--- src/rtl/axis_frame_source.sv ---
// AXI4-Stream test-pattern frame generator: one pixel per accepted beat, tuser on
// the first pixel of a frame, tlast on the last pixel of each line, optional blanking.
module axis_frame_source #(
    parameter int DATA_WIDTH   = 8,
    parameter int FRAME_WIDTH  = 640,
    parameter int FRAME_HEIGHT = 512,
    parameter int H_BLANK      = 0,
    parameter int V_BLANK      = 0
) (
    input  logic                  clk,
    input  logic                  rst_n,
    input  logic                  start,
    input  logic                  continuous,
    input  logic [1:0]            mode,
    input  logic [DATA_WIDTH-1:0] const_value,
    output logic [DATA_WIDTH-1:0] m_axis_tdata,
    output logic                  m_axis_tvalid,
    output logic                  m_axis_tlast,
    output logic                  m_axis_tuser,
    input  logic                  m_axis_tready,
    output logic                  busy,
    output logic                  frame_done
);
    localparam int CW   = (FRAME_WIDTH > 1) ? $clog2(FRAME_WIDTH) : 1;
    localparam int RW   = (FRAME_HEIGHT > 1) ? $clog2(FRAME_HEIGHT) : 1;
    localparam int BMAX = (H_BLANK > V_BLANK) ? H_BLANK : V_BLANK;
    localparam int BW   = (BMAX > 1) ? $clog2(BMAX) : 1;

    localparam logic [CW-1:0] COL_LAST = CW'(FRAME_WIDTH - 1);
    localparam logic [RW-1:0] ROW_LAST = RW'(FRAME_HEIGHT - 1);
    localparam logic [BW-1:0] H_LAST   = BW'((H_BLANK > 0) ? H_BLANK - 1 : 0);
    localparam logic [BW-1:0] V_LAST   = BW'((V_BLANK > 0) ? V_BLANK - 1 : 0);
    localparam logic          ONE_COL  = (FRAME_WIDTH == 1);

    typedef enum logic [1:0] {IDLE, ACTIVE, HBLANK, VBLANK} state_t;

    state_t                state_q;
    logic [RW-1:0]         row_q;
    logic [CW-1:0]         col_q;
    logic [BW-1:0]         blank_q;
    logic [1:0]            mode_q;
    logic [DATA_WIDTH-1:0] const_q;
    logic                  cont_q;
    logic [DATA_WIDTH-1:0] tdata_q;
    logic                  tvalid_q;
    logic                  tlast_q;
    logic                  tuser_q;
    logic                  busy_q;
    logic                  done_q;

    logic [CW-1:0]         col_d;
    logic [RW-1:0]         row_d;
    logic                  accept;

    function automatic logic [DATA_WIDTH-1:0] pixel(input logic [1:0] m,
                                                    input logic [DATA_WIDTH-1:0] cv,
                                                    input logic [RW-1:0] r,
                                                    input logic [CW-1:0] c);
        case (m)
            2'd0:    return DATA_WIDTH'(r) + DATA_WIDTH'(c);
            2'd1:    return cv;
            2'd2:    return DATA_WIDTH'(c);
            default: return DATA_WIDTH'(r);
        endcase
    endfunction

    always_comb begin
        col_d  = col_q + 1'b1;
        row_d  = row_q + 1'b1;
        accept = tvalid_q && m_axis_tready;
    end

    // The output registers always hold the beat at (row_q, col_q); they are only
    // reloaded on an accepted beat or when a blank/frame start presents a new beat.
    always_ff @(posedge clk or negedge rst_n) begin
        if (!rst_n) begin
            state_q  <= IDLE;
            row_q    <= '0;
            col_q    <= '0;
            blank_q  <= '0;
            mode_q   <= '0;
            const_q  <= '0;
            cont_q   <= 1'b0;
            tdata_q  <= '0;
            tvalid_q <= 1'b0;
            tlast_q  <= 1'b0;
            tuser_q  <= 1'b0;
            busy_q   <= 1'b0;
            done_q   <= 1'b0;
        end else begin
            done_q <= 1'b0;
            case (state_q)
                IDLE: begin
                    if (start) begin
                        mode_q   <= mode;
                        const_q  <= const_value;
                        cont_q   <= continuous;
                        row_q    <= '0;
                        col_q    <= '0;
                        state_q  <= ACTIVE;
                        busy_q   <= 1'b1;
                        tvalid_q <= 1'b1;
                        tdata_q  <= pixel(mode, const_value, '0, '0);
                        tuser_q  <= 1'b1;
                        tlast_q  <= ONE_COL;
                    end
                end
                ACTIVE: begin
                    if (accept) begin
                        if (col_q != COL_LAST) begin
                            col_q   <= col_d;
                            tdata_q <= pixel(mode_q, const_q, row_q, col_d);
                            tuser_q <= 1'b0;
                            tlast_q <= (col_d == COL_LAST);
                        end else if (row_q != ROW_LAST) begin
                            col_q   <= '0;
                            row_q   <= row_d;
                            tdata_q <= pixel(mode_q, const_q, row_d, '0);
                            tuser_q <= 1'b0;
                            tlast_q <= ONE_COL;
                            if (H_BLANK > 0) begin
                                state_q  <= HBLANK;
                                tvalid_q <= 1'b0;
                                blank_q  <= '0;
                            end
                        end else begin
                            done_q <= 1'b1;
                            row_q  <= '0;
                            col_q  <= '0;
                            if (!cont_q) begin
                                state_q  <= IDLE;
                                busy_q   <= 1'b0;
                                tvalid_q <= 1'b0;
                                tdata_q  <= '0;
                                tuser_q  <= 1'b0;
                                tlast_q  <= 1'b0;
                            end else if (V_BLANK > 0) begin
                                state_q  <= VBLANK;
                                tvalid_q <= 1'b0;
                                blank_q  <= '0;
                                tuser_q  <= 1'b0;
                                tlast_q  <= 1'b0;
                            end else begin
                                mode_q  <= mode;
                                const_q <= const_value;
                                cont_q  <= continuous;
                                tdata_q <= pixel(mode, const_value, '0, '0);
                                tuser_q <= 1'b1;
                                tlast_q <= ONE_COL;
                            end
                        end
                    end
                end
                HBLANK: begin
                    if (blank_q == H_LAST) begin
                        state_q  <= ACTIVE;
                        tvalid_q <= 1'b1;
                    end else begin
                        blank_q <= blank_q + 1'b1;
                    end
                end
                VBLANK: begin
                    if (blank_q == V_LAST) begin
                        mode_q   <= mode;
                        const_q  <= const_value;
                        cont_q   <= continuous;
                        state_q  <= ACTIVE;
                        tvalid_q <= 1'b1;
                        tdata_q  <= pixel(mode, const_value, '0, '0);
                        tuser_q  <= 1'b1;
                        tlast_q  <= ONE_COL;
                    end else begin
                        blank_q <= blank_q + 1'b1;
                    end
                end
                default: state_q <= IDLE;
            endcase
        end
    end

    assign m_axis_tdata  = tdata_q;
    assign m_axis_tvalid = tvalid_q;
    assign m_axis_tlast  = tlast_q;
    assign m_axis_tuser  = tuser_q;
    assign busy          = busy_q;
    assign frame_done    = done_q;
endmodule

--- config.mk ---
export PLATFORM = sky130hd
export DESIGN_NAME = axis_frame_source
export DESIGN_NICKNAME = d
export VERILOG_FILES = /design/src/rtl/axis_frame_source.sv
export SDC_FILE = /design/constraint.sdc
export NUM_CORES = 1
export LEC_CHECK = 0
export BUFFER_PORTS_ARGS = -buffer_cell sky130_fd_sc_hd__buf_2
export CAP_MARGIN = 20
export CORE_MARGIN = 2
export CORE_UTILIZATION = 40
export CTS_BUF_LIST = sky130_fd_sc_hd__clkbuf_4 sky130_fd_sc_hd__clkbuf_8 sky130_fd_sc_hd__clkbuf_16
export DETAILED_ROUTE_END_ITERATION = 8
export PLACE_DENSITY = 0.72
export SLEW_MARGIN = 20
export SYNTH_ARGS = -nofsm -noshare
export SYNTH_HDL_FRONTEND = slang
export SYNTH_SLANG_ARGS = --single-unit
export TNS_END_PERCENT = 5
--- constraint.sdc ---
create_clock -name clk -period 2.9 [get_ports clk]
set_clock_uncertainty 0.1 [all_clocks]
set_input_delay 0.145 -clock clk [delete_from_list [all_inputs] [get_ports clk]]
set_output_delay 0.145 -clock clk [all_outputs]
set_load 0.05 [all_outputs]
==> out/qor.yml, run 1 <==
outcome: "finished clean"
syn_to_final_growth_pct: 17.2
drv_cap: 0
critPathKind: "flip-flop to flip-flop"
startpoint_type: "flip-flop"
final_area_um2: 3520
syn_avg_cell_area_um2: 9.00
start_util: 0.414
rr_worst_depth: 10
grt_max_degree: 43
core-area_um2: 7250
crit_path_max_fanout: 6
end_kind: "flip-flop"
synth.top_cells.by_area: "dfrtp_1 35%, ha_1 6.2%, o21ai_0 5.5%, nand2_1 3.9%, nor2_1 3.4%"
die_w_um: 90.7
required_ns: 3.00
clkTransAtPathRegs_ns: 0.09
hold_viol_final: 0
rsz0062_at_grt: "false"
antenna_found_initial: 0
fillCellCount: 699
grt.total_usage: 0.221
fin_crit_sh: 0.940
clk_latency_ns: 0.31
numCtsBuffers: 5
synth_seq_cells: 42
io_pins: 28
slew-limit-headroom: 0.354
r2r_slack_ns: 0.17
layout-drive-gt1-share: 0.181
cts_sinks: 42
holdPathEnd: "busy$_DFFE_PN0P_"
min_period_ns: 2.73
r2r_end: "m_axis_tdata[7]$_DFFE_PN0P_"
dp.final_hpwl_mm: 6.48
final_nets: 411
regArea_um2: 1050
hp-class: "primary input to flip-flop"
r2r_start: "col_q[1]$_DFFE_PN0P_"
grt_pass1_vias: 2695
n_antenna_cell: 0
setup_viol: 0
drtAntennaViolNets: 0
hold_depth: 3
finalWirelength_mm: 8.84
synth_edf_count: 0
grt_pass1_wl_mm: 14.4
wire_per_inst_um: 18.4
vias: 2875
die_h_um: 90.7
yosysWarnings: 0
max_freq_mhz: 367
postCtsSetupBuffers: 0
cts_root_buf: "clkbuf_8"
cts_tree: "done"
synth.most_common_cell: "dfrtp_1"
worst_ir_drop_vdd_mv: 0.188
firstDrtPassIters: 7
place_area_um2: 3290
powerDensity_nw_per_um2: 510
synth_top_cell_by_area: "dfrtp_1"
portBuffers: 27
synthFlopType: "dfrtp_1"
synth.distinct_cells: 69
multi_input_area_um2: 1820
die_area_um2: 8220
tightest_slew_ns: 0.968
worstHoldStart: "m_axis_tready"
rows: 31
slew_viol_final: 0
cts.path.max_buffers: 2
viasPerCell: 5.99
async_flop_share: 1.00
place_congestion: 0.926
leakage_uw: 0.00156
yosysTopAreaCellShare: 0.350
setup_tns_ns: 0
critPathArrivalTime_ns: 2.83
drtIter0Drc: 312
syn_area_um2: 3010
ys_top_cells_by_count: "42 x dfrtp_1, 33 x o21ai_0, 31 x nand2_1, 27 x nor2_1, 15 x ha_1"
grt_overflow: 0
syn_nets: 365
htreeDepth: 2
syn_inst: 334
total_power_uw: 1800
ys_seq_area_frac: 0.350
drc_errors: 0
sequential cells by signal (all words and copies together) (netlist names):
name	count
frame_done	1
cont_q	1
m_axis_tlast	1
col_q	10
busy	1
m_axis_tdata	8
m_axis_tuser	1
row_q	9
mode_q	2
const_q	8
routing by layer:
metal,up-vias,share of wire,global-route usage
met5,-,0,0
met4,0,0.025,0.0667
met3,23,0.074,0.0301
met2,137,0.46,0.349
met1,1379,0.44,0.314
li1,1336,-,-
critical path, stage by stage, from the launching register on:
cell and delay (ns):
dfrtp_1 0.44, ha_2 0.29, nand3_4 0.10, o21a_1 0.21, nor2_1 0.16, inv_1 0.06, ha_1 0.32, and3_1 0.20
a221oi_1 0.32, xor2_1 0.11, a311o_1 0.31
power breakdown:
group,switching (uW),leakage (uW),total [uW],internal (uW)
Clock,227,0.0000472,419,192
Combinational,392,0.000969,628,236
Sequential,92.7,0.000542,751,658
Total,712,0.00156,1800,1090
final cells by class:
type                    instances  area share
clock inverters                 2     0.00355
repair buffers                 56       0.109
multi-input cells             263       0.517
inverters                      12      0.0128
clock buffers                   6      0.0234
flip-flops and latches         42       0.299
well taps                      99      0.0352
how the worst max path moves through the flow:
stage	from	endpoint	cells past startpoint
floorplan	row_q[0]$_DFFE_PN0P_	const_q[3]$_DFFE_PN0P_	12
global placement	col_q[0]$_DFFE_PN0P_	m_axis_tdata[7]$_DFFE_PN0P_	8
detailed placement	col_q[0]$_DFFE_PN0P_	m_axis_tdata[7]$_DFFE_PN0P_	10
CTS	col_q[0]$_DFFE_PN0P_	m_axis_tdata[7]$_DFFE_PN0P_	10
global route	col_q[3]$_DFFE_PN0P_	m_axis_tdata[7]$_DFFE_PN0P_	9
finish	col_q[1]$_DFFE_PN0P_	m_axis_tdata[7]$_DFFE_PN0P_	10
kinds of logic after synthesis:
kind of cell / count (synthesis) / synth area share
multiplexers: 8 / 0.0350
buffers and inverters: 29 / 0.0454
AO/OA/AOI/OAI: 111 / 0.253
AND/OR/NAND/NOR: 117 / 0.212
adder cells (fa/ha/maj): 16 / 0.0691
XOR/XNOR: 11 / 0.0366
flip-flops: 42 / 0.350
cells in the final DEF (no fill, tap or decap), types with 3 or more instances in the layout:
cell / Yosys / final
dfrtp_1: 42 / 40
nand2_1: 31 / 31
and3_1: 6 / 6
nand4_1: 6 / 6
o21ai_1: 3 / 3
a211oi_1: 7 / 7
o211ai_1: 7 / 7
nor2_1: 27 / 27
a21oi_1: 14 / 14
xnor2_1: 4 / 4
nor3_1: 6 / 6
buf_2: 7 / 27
ha_1: 15 / 14
clkbuf_8: 0 / 6
a22o_1: 3 / 3
inv_1: 11 / 11
buf_4: 2 / 16
mux2_1: 4 / 4
nor2b_1: 5 / 5
a31oi_1: 6 / 6
o21a_1: 4 / 4
dlygate4sd3_1: 0 / 13
nand3_1: 12 / 12
nand2b_1: 4 / 4
a21o_1: 4 / 4
mux2_4: 4 / 4
xor2_1: 6 / 6
or3_1: 3 / 3
o21ai_0: 33 / 33
metrics by stage:
step	setup WS (ns)	hold WS, ns	util	cells
2_1_floorplan	0.0549	-0.251	-	334
3_3_place_gp	0.200	0.238	0.454	459
3_5_place_dp	0.122	0.253	0.454	459
4_1_cts	0.107	0.144	0.485	480
5_1_grt	0.0105	0.158	0.486	480
6_report	0.173	0.153	0.486	480
what timing repair did:
item	CTS	global route
endpoints found under the setup margin	0	2
gates resized for setup	0	3
endpoints found under the hold margin	54	0
hold buffers	13	0
No activity file was read; power rests on OpenSTA's default activity.
==> run 2, diff against run 1 <==
Settings changed: CTS_BUF_LIST sky130_fd_sc_hd__clkbuf_4 sky130_fd_sc_hd__clkbuf_8 sky130_fd_sc_hd__clkbuf_16 to sky130_fd_sc_hd__clkbuf_16.
==> run 2 against run 1 <==
Sequential share of layout area is essentially flat. Final cell count decreased by 1.0%. Via count is 0.52% lower. Worst hold slack lost 0.15 ns. Largest power group unchanged.
==> out/qor.yml, run 2 (synthesized netlist as in run 1, its figures left out) <==
groute.layer.met3.usage: 0.0250  # -0.00501
vias: 2860  # -0.52%
top_usage_layer: "met2"
die_w_um: 90.7  # unchanged
rows: 31  # unchanged
tightest_slew_ns: 0.973  # +0.00448 ns
required_ns: 2.97  # -0.03 ns
largest_reg_flops: 10  # unchanged
total_power_uw: 1920  # +7.0%
setup_viol: 0  # unchanged
cts_root_buf: "clkbuf_16"
cp.depth: 10  # unchanged
fin_util: 0.485  # -0.000518
htreeDepth: 2  # unchanged
n_antenna_cell: 0  # unchanged
drtIter0Drc: 295  # -5.4%
viasPerCell: 6.02  # +0.53%
clkTransAtPathRegs_ns: 0.06  # -0.03 ns
io_pins: 28  # unchanged
min_period_ns: 2.72  # -0.00392 ns
r2r_slack_ns: 0.18  # about the same
dp.final_hpwl_mm: 6.48  # unchanged
clk_latency_ns: 0.29  # -0.02 ns
met2_usage: 0.346  # -0.00249
fin_crit_sh: 0.939  # -0.00135
crit_family: "compound AO/OA/AOI/OAI gates"
drv_cap: 0  # unchanged
core-area_um2: 7250  # unchanged
grt_overflow: 0  # unchanged
postCtsSetupBuffers: 0  # unchanged
grt_max_degree: 43  # unchanged
end_kind: "flip-flop"
slew-limit-headroom: 0.351  # -0.00298
largestRegisters: "col_q: 10 flops, row_q: 9 flops"
max_stage_delay_ns: 0.43  # about the same
hold_viol_final: 0  # unchanged
grt_pass1_vias: 2701  # +0.22%
path_buf_inv: 1  # unchanged
cts_sinks: 42  # unchanged
largest-register: "col_q"
critPathArrivalTime_ns: 2.80  # -0.03 ns
drc_errors: 0  # unchanged
max_freq_mhz: 367  # +0.14%
syn_to_final_growth_pct: 17.1
worst_ir_drop_vdd_mv: 0.222  # +18%
cts.path.max_buffers: 2  # unchanged
place_ws_ns: 0.122  # unchanged
drtAntennaViolNets: 0  # unchanged
path_cells: "ha_2 > nand3_4 > o21a_1 > nor2_1 > inv_1 > ha_1 > and3_1 > a221oi_1 > xor2_1 > a311o_1"
final_cell_mix: "40 x dfrtp_1, 33 x o21ai_0, 31 x nand2_1"
place_congestion: 0.926  # unchanged
grtUsageMet1: 0.309  # -0.00524
crit_path_max_fanout: 6  # unchanged
final_nets: 406  # -1.2%
setup_tns_ns: 0  # unchanged
mostFrequentLayoutCell: "dfrtp_1"
r2r_start: "col_q[1]$_DFFE_PN0P_"
slew_viol_final: 0  # unchanged
numCtsBuffers: 5  # unchanged
grt.total_usage: 0.216  # -0.00513
antenna_found_initial: 0  # unchanged
startpoint_type: "flip-flop"
outcome: "finished clean"
wire_per_inst_um: 18.3  # -0.57%
firstDrtPassIters: 6  # -1
worstSetupStartpoint: "col_q[1]$_DFFE_PN0P_"
leakage_uw: 0.00156  # about the same
rsz0062_at_grt: "false"
finalWirelength_mm: 8.70  # -1.6%
grt_pass1_wl_mm: 14.2  # -1.5%
r2r_end: "m_axis_tdata[7]$_DFFE_PN0P_"
hp-class: "primary input to flip-flop"
start_util: 0.414  # unchanged
die_h_um: 90.7  # unchanged
layout-drive-gt1-share: 0.181  # -0.000251
crit_end: "m_axis_tdata[7]$_DFFE_PN0P_"
rr_worst_depth: 10  # unchanged
crit_path_top_delay_cell: "dfrtp_1"
die_area_um2: 8220  # unchanged
fin_ws_ns: 0.177  # +0.00392 ns
portBuffers: 27  # unchanged
powerDensity_nw_per_um2: 547  # +7.1%
critPathKind: "flip-flop to flip-flop"
cts_tree: "done"
run 2: cell types whose count changed in the layout (fill, tap and decap cells not counted):
cell           change
clkbuf_16          +5
clkbuf_8           -6
clkinv_1           +1
dlygate4sd3_1      -5
run 2: area by class of cell:
type | instances | area, um2
tap | 99 | 124
inverter | 12 | 45.0
multi-input combinational | 263 | 1820
fill | 694 | 3730
sequential | 42 | 1050
clock buffer | 5 | 125
clock inverter | 3 | 16.3
timing repair buffer | 51 | 335
run 2: through the flow:
step,cells,cell area (um2),hold WS (ns)
5_1_grt,475,3520,0.00934
4_1_cts,475,3510,0.00776
3_5_place_dp,459,3290,0.253
6_report,475,3520,0.00246
3_3_place_gp,459,3290,0.238
2_1_floorplan,334,3010,-0.251
run 2: worst min-delay path by stage:
stage	from	depth (start not counted)	end	slack, ns
4_1_cts	const_value[3]	2	const_q[3]$_DFFE_PN0P_	0.008
2_1_floorplan	rst_n	0	busy$_DFFE_PN0P_	-0.25
5_1_grt	const_value[4]	2	const_q[4]$_DFFE_PN0P_	0.009
3_5_place_dp	rst_n	1	col_q[4]$_DFFE_PN0P_	0.25
3_3_place_gp	rst_n	1	col_q[5]$_DFFE_PN0P_	0.24
6_report	const_value[3]	2	const_q[3]$_DFFE_PN0P_	0.002
run 2: routing by layer:
layer	vias to the layer above	wire length, um
met4	0	133
met1	1375	3890
met2	133	4050
li1	1335	-
met5	-	0
met3	17	623
run 2: power by group:
part	total, uW	switching [uW]	internal [uW]
Clock	552	237	314
Combinational	621	389	232
Sequential	752	92.6	660
run 2: what timing repair did:
item,CTS,global route
hold endpoints to repair,49,0
endpoints found under the setup margin,0,2
hold buffers,8,0
resized for setup,0,3
==> run 3, diff against run 2 <==
Settings changed: ABC_AREA set to 1.
==> run 3 against run 2 <==
Design area fell by 3.0%. Core utilization fell by 1.2 points. Final cell count rose by 15%. Critical endpoint unchanged.
==> out/qor.yml, run 3 <==
outcome: "finished clean"
final_nets: 479  # +18%
cts_sinks: 42  # unchanged
synth.most_common_cell: "nand2_1"
hold_viol_final: 0  # unchanged
critPathArrivalTime_ns: 2.72  # -0.08 ns
syn_to_final_growth_pct: 14.9
fillCellCount: 736  # +6.1%
powerDensity_nw_per_um2: 668  # +22%
final_cell_mix: "123 x nand2_1, 49 x inv_1, 42 x dfrtp_1"
min_period_ns: 2.64  # -0.0797 ns
worstSetupStartpoint: "col_q[0]$_DFFE_PN0P_"
viasPerCell: 5.30  # -12%
syn_inst: 412  # +23%
slew_viol_final: 0  # unchanged
clkTransAtPathRegs_ns: 0.06  # about the same
numCtsBuffers: 5  # unchanged
combPwrFrac: 0.423  # +0.101
slew-limit-headroom: 0.366  # +0.0144
cts.path.max_buffers: 2  # unchanged
rows: 31  # unchanged
postCtsSetupBuffers: 0  # unchanged
yosysWarnings: 0  # unchanged
drtAntennaViolNets: 0  # unchanged
grt_overflow: 0  # unchanged
dp.final_hpwl_mm: 6.01  # -7.2%
tightest_slew_ns: 0.951  # -0.0215 ns
ys_top_cells_by_count: "123 x nand2_1, 49 x inv_1, 42 x dfrtp_1, 30 x nand3_1, 26 x nor2_1"
grt_max_degree: 43  # unchanged
regArea_um2: 1050  # -0.24%
drv_cap: 0  # unchanged
hp-class: "primary input to flip-flop"
largestRegisters: "col_q: 10 flops, row_q: 9 flops"
leakage_uw: 0.00182  # +17%
async_flop_share: 1.00  # unchanged
max_freq_mhz: 378  # +3.0%
layout-drive-gt1-share: 0.165  # -0.0157
place_area_um2: 3200  # -2.7%
grt_pass1_wl_mm: 13.5  # -5.2%
multi_input_area_um2: 1660  # -9.0%
vias: 2897  # +1.3%
largest-register: "col_q"
setup_viol: 0  # unchanged
largest_reg_flops: 10  # unchanged
drtIter0Drc: 214  # -27%
end_kind: "flip-flop"
antenna_found_initial: 0  # unchanged
top_usage_layer: "met2"
die_w_um: 90.2  # -0.56%
p_switching_uw: 959  # +33%
p_int_uw: 1320  # +9.7%
critPathKind: "flip-flop to flip-flop"
firstDrtPassIters: 5  # -1
seq_power_share: 0.337  # -0.054
ys_seq_area_frac: 0.354  # +0.00412
crit_end: "m_axis_tdata[7]$_DFFE_PN0P_"
setup_tns_ns: 0  # unchanged
htreeDepth: 2  # unchanged
drc_errors: 0  # unchanged
netSwitchingFraction: 0.420  # +0.0468
synth_edf_count: 0  # unchanged
rr_worst_depth: 18  # +8
synth_seq_cells: 42  # unchanged
total_power_uw: 2280  # +19%
cts_root_buf: "clkbuf_16"
r2r_slack_ns: 0.26  # +0.08 ns
syn_nets: 443  # +21%
r2r_end: "m_axis_tdata[7]$_DFFE_PN0P_"
p_clk_frac: 0.240  # -0.047
die_h_um: 90.2  # -0.56%
clk_latency_ns: 0.29  # about the same
finalWirelength_mm: 7.75  # -11%
cts_tree: "done"
die_area_um2: 8130  # -1.1%
crit_path_max_fanout: 6  # unchanged
grtUsageMet1: 0.271  # -0.0375
met2_usage: 0.335  # -0.0112
wire_per_inst_um: 14.2  # -23%
core-area_um2: 7210  # -0.53%
groute.layer.met3.usage: 0.0360  # +0.0110
final_area_um2: 3410  # -3.0%
synthFlopType: "dfrtp_1"
fin_util: 0.473  # -0.0121
required_ns: 2.98  # about the same
synth.distinct_cells: 38  # -45%
syn_area_um2: 2970  # -1.2%
portBuffers: 27  # unchanged
yosysTopAreaCellShare: 0.354  # +0.00412
syn_avg_cell_area_um2: 7.21  # -20%
worst_ir_drop_vdd_mv: 0.329  # +48%
synth_top_cell_by_area: "dfrtp_1"
grt_pass1_vias: 2782  # +3.0%
fin_crit_sh: 0.912  # -0.0275
place_congestion: 0.915  # -1.2%
rsz0062_at_grt: "false"
synth.top_cells.by_area: "dfrtp_1 35%, nand2_1 16%, ha_1 6.3%, inv_1 6.2%, nand3_1 5.1%"
start_util: 0.412  # -0.00263
grt.total_usage: 0.204  # -0.0119
io_pins: 28  # unchanged
mostFrequentLayoutCell: "nand2_1"
r2r_start: "col_q[0]$_DFFE_PN0P_"
n_antenna_cell: 0  # unchanged
startpoint_type: "flip-flop"
run 3: cell count changes in the layout (fill, tap and decap cells not counted), moves of 7 or more:
cell	delta
nand2_1	+92
a21oi_1	+8
buf_4	-12
a211oi_1	-7
o21ai_0	-17
o22ai_1	+10
nand2_2	+8
inv_2	+8
inv_1	+38
nand3_1	+18
run 3: logic make-up after synthesis:
| logic type | synth area share |
|---|---|
| DFF | 0.354 |
| xor gates and xnor gates | 0.0261 |
| buffers and inverters | 0.0893 |
| adders and majority gates | 0.0699 |
| AOI/OAI and AO/OA | 0.136 |
| and+or+nand+nor | 0.324 |
run 3: critical path, stage by stage, from the launching register on:
cell and delay, ns:
dfrtp_1 0.44, ha_1 0.21, nand2_1 0.10, nor2_2 0.22, nand3_1 0.11, nand2_1 0.08, nand2_1 0.10, inv_1 0.09
ha_1 0.27, nand2_1 0.10, inv_1 0.04, nand2_1 0.05, nand2_1 0.05, a21oi_1 0.18, nand3_1 0.10, nand3_1 0.08
nand2_1 0.06, nand2_1 0.08, nand2_1 0.06
run 3: worst min path at each step:
stage / from / end / slack, ns / cells past startpoint
finish: mode[1] / mode_q[1]$_DFFE_PN0P_ / 0.02 / 3
CTS: mode[1] / mode_q[1]$_DFFE_PN0P_ / 0.02 / 3
global placement: rst_n / m_axis_tdata[0]$_DFFE_PN0P_ / 0.24 / 1
global route: const_value[1] / const_q[1]$_DFFE_PN0P_ / 0.03 / 3
detailed placement: rst_n / m_axis_tdata[0]$_DFFE_PN0P_ / 0.26 / 1
floorplan: rst_n / busy$_DFFE_PN0P_ / -0.25 / 0
run 3: stage by stage:
step	setup WS, ns	cells	hold slack, ns
4_1_cts	0.214	547	0.0153
2_1_floorplan	0.644	412	-0.251
3_5_place_dp	0.232	533	0.257
6_report	0.256	547	0.0161
5_1_grt	0.00132	547	0.0318
3_3_place_gp	0.250	533	0.239
run 3: cell type report:
class	count	share of cell area
clock buffer	5	0.0367
multi-input combinational	305	0.485
tap	99	0.0363
inverter	56	0.0616
sequential	42	0.308
clock inverter	2	0.00330
timing repair buffer	38	0.0689
run 3: power by group through the flow:
stage	Sequential, uW	Combinational, uW	Clock [uW]
after floorplan	866	601	0
after global placement	776	936	0
after detailed placement	778	943	0
after CTS	768	958	554
after global routing	783	1100	573
final	770	965	547
run 3: metal layers:
layer  share of wire  wire length, um
met1            0.46             3540
met2            0.47             3620
met3           0.054              418
met4           0.022              167
met5               0                0
run 3: timing repair:
item,in CTS,in global routing
resized for setup,0,2
hold buffers,7,0
hold endpoints to repair,48,0
setup endpoints to repair,0,2
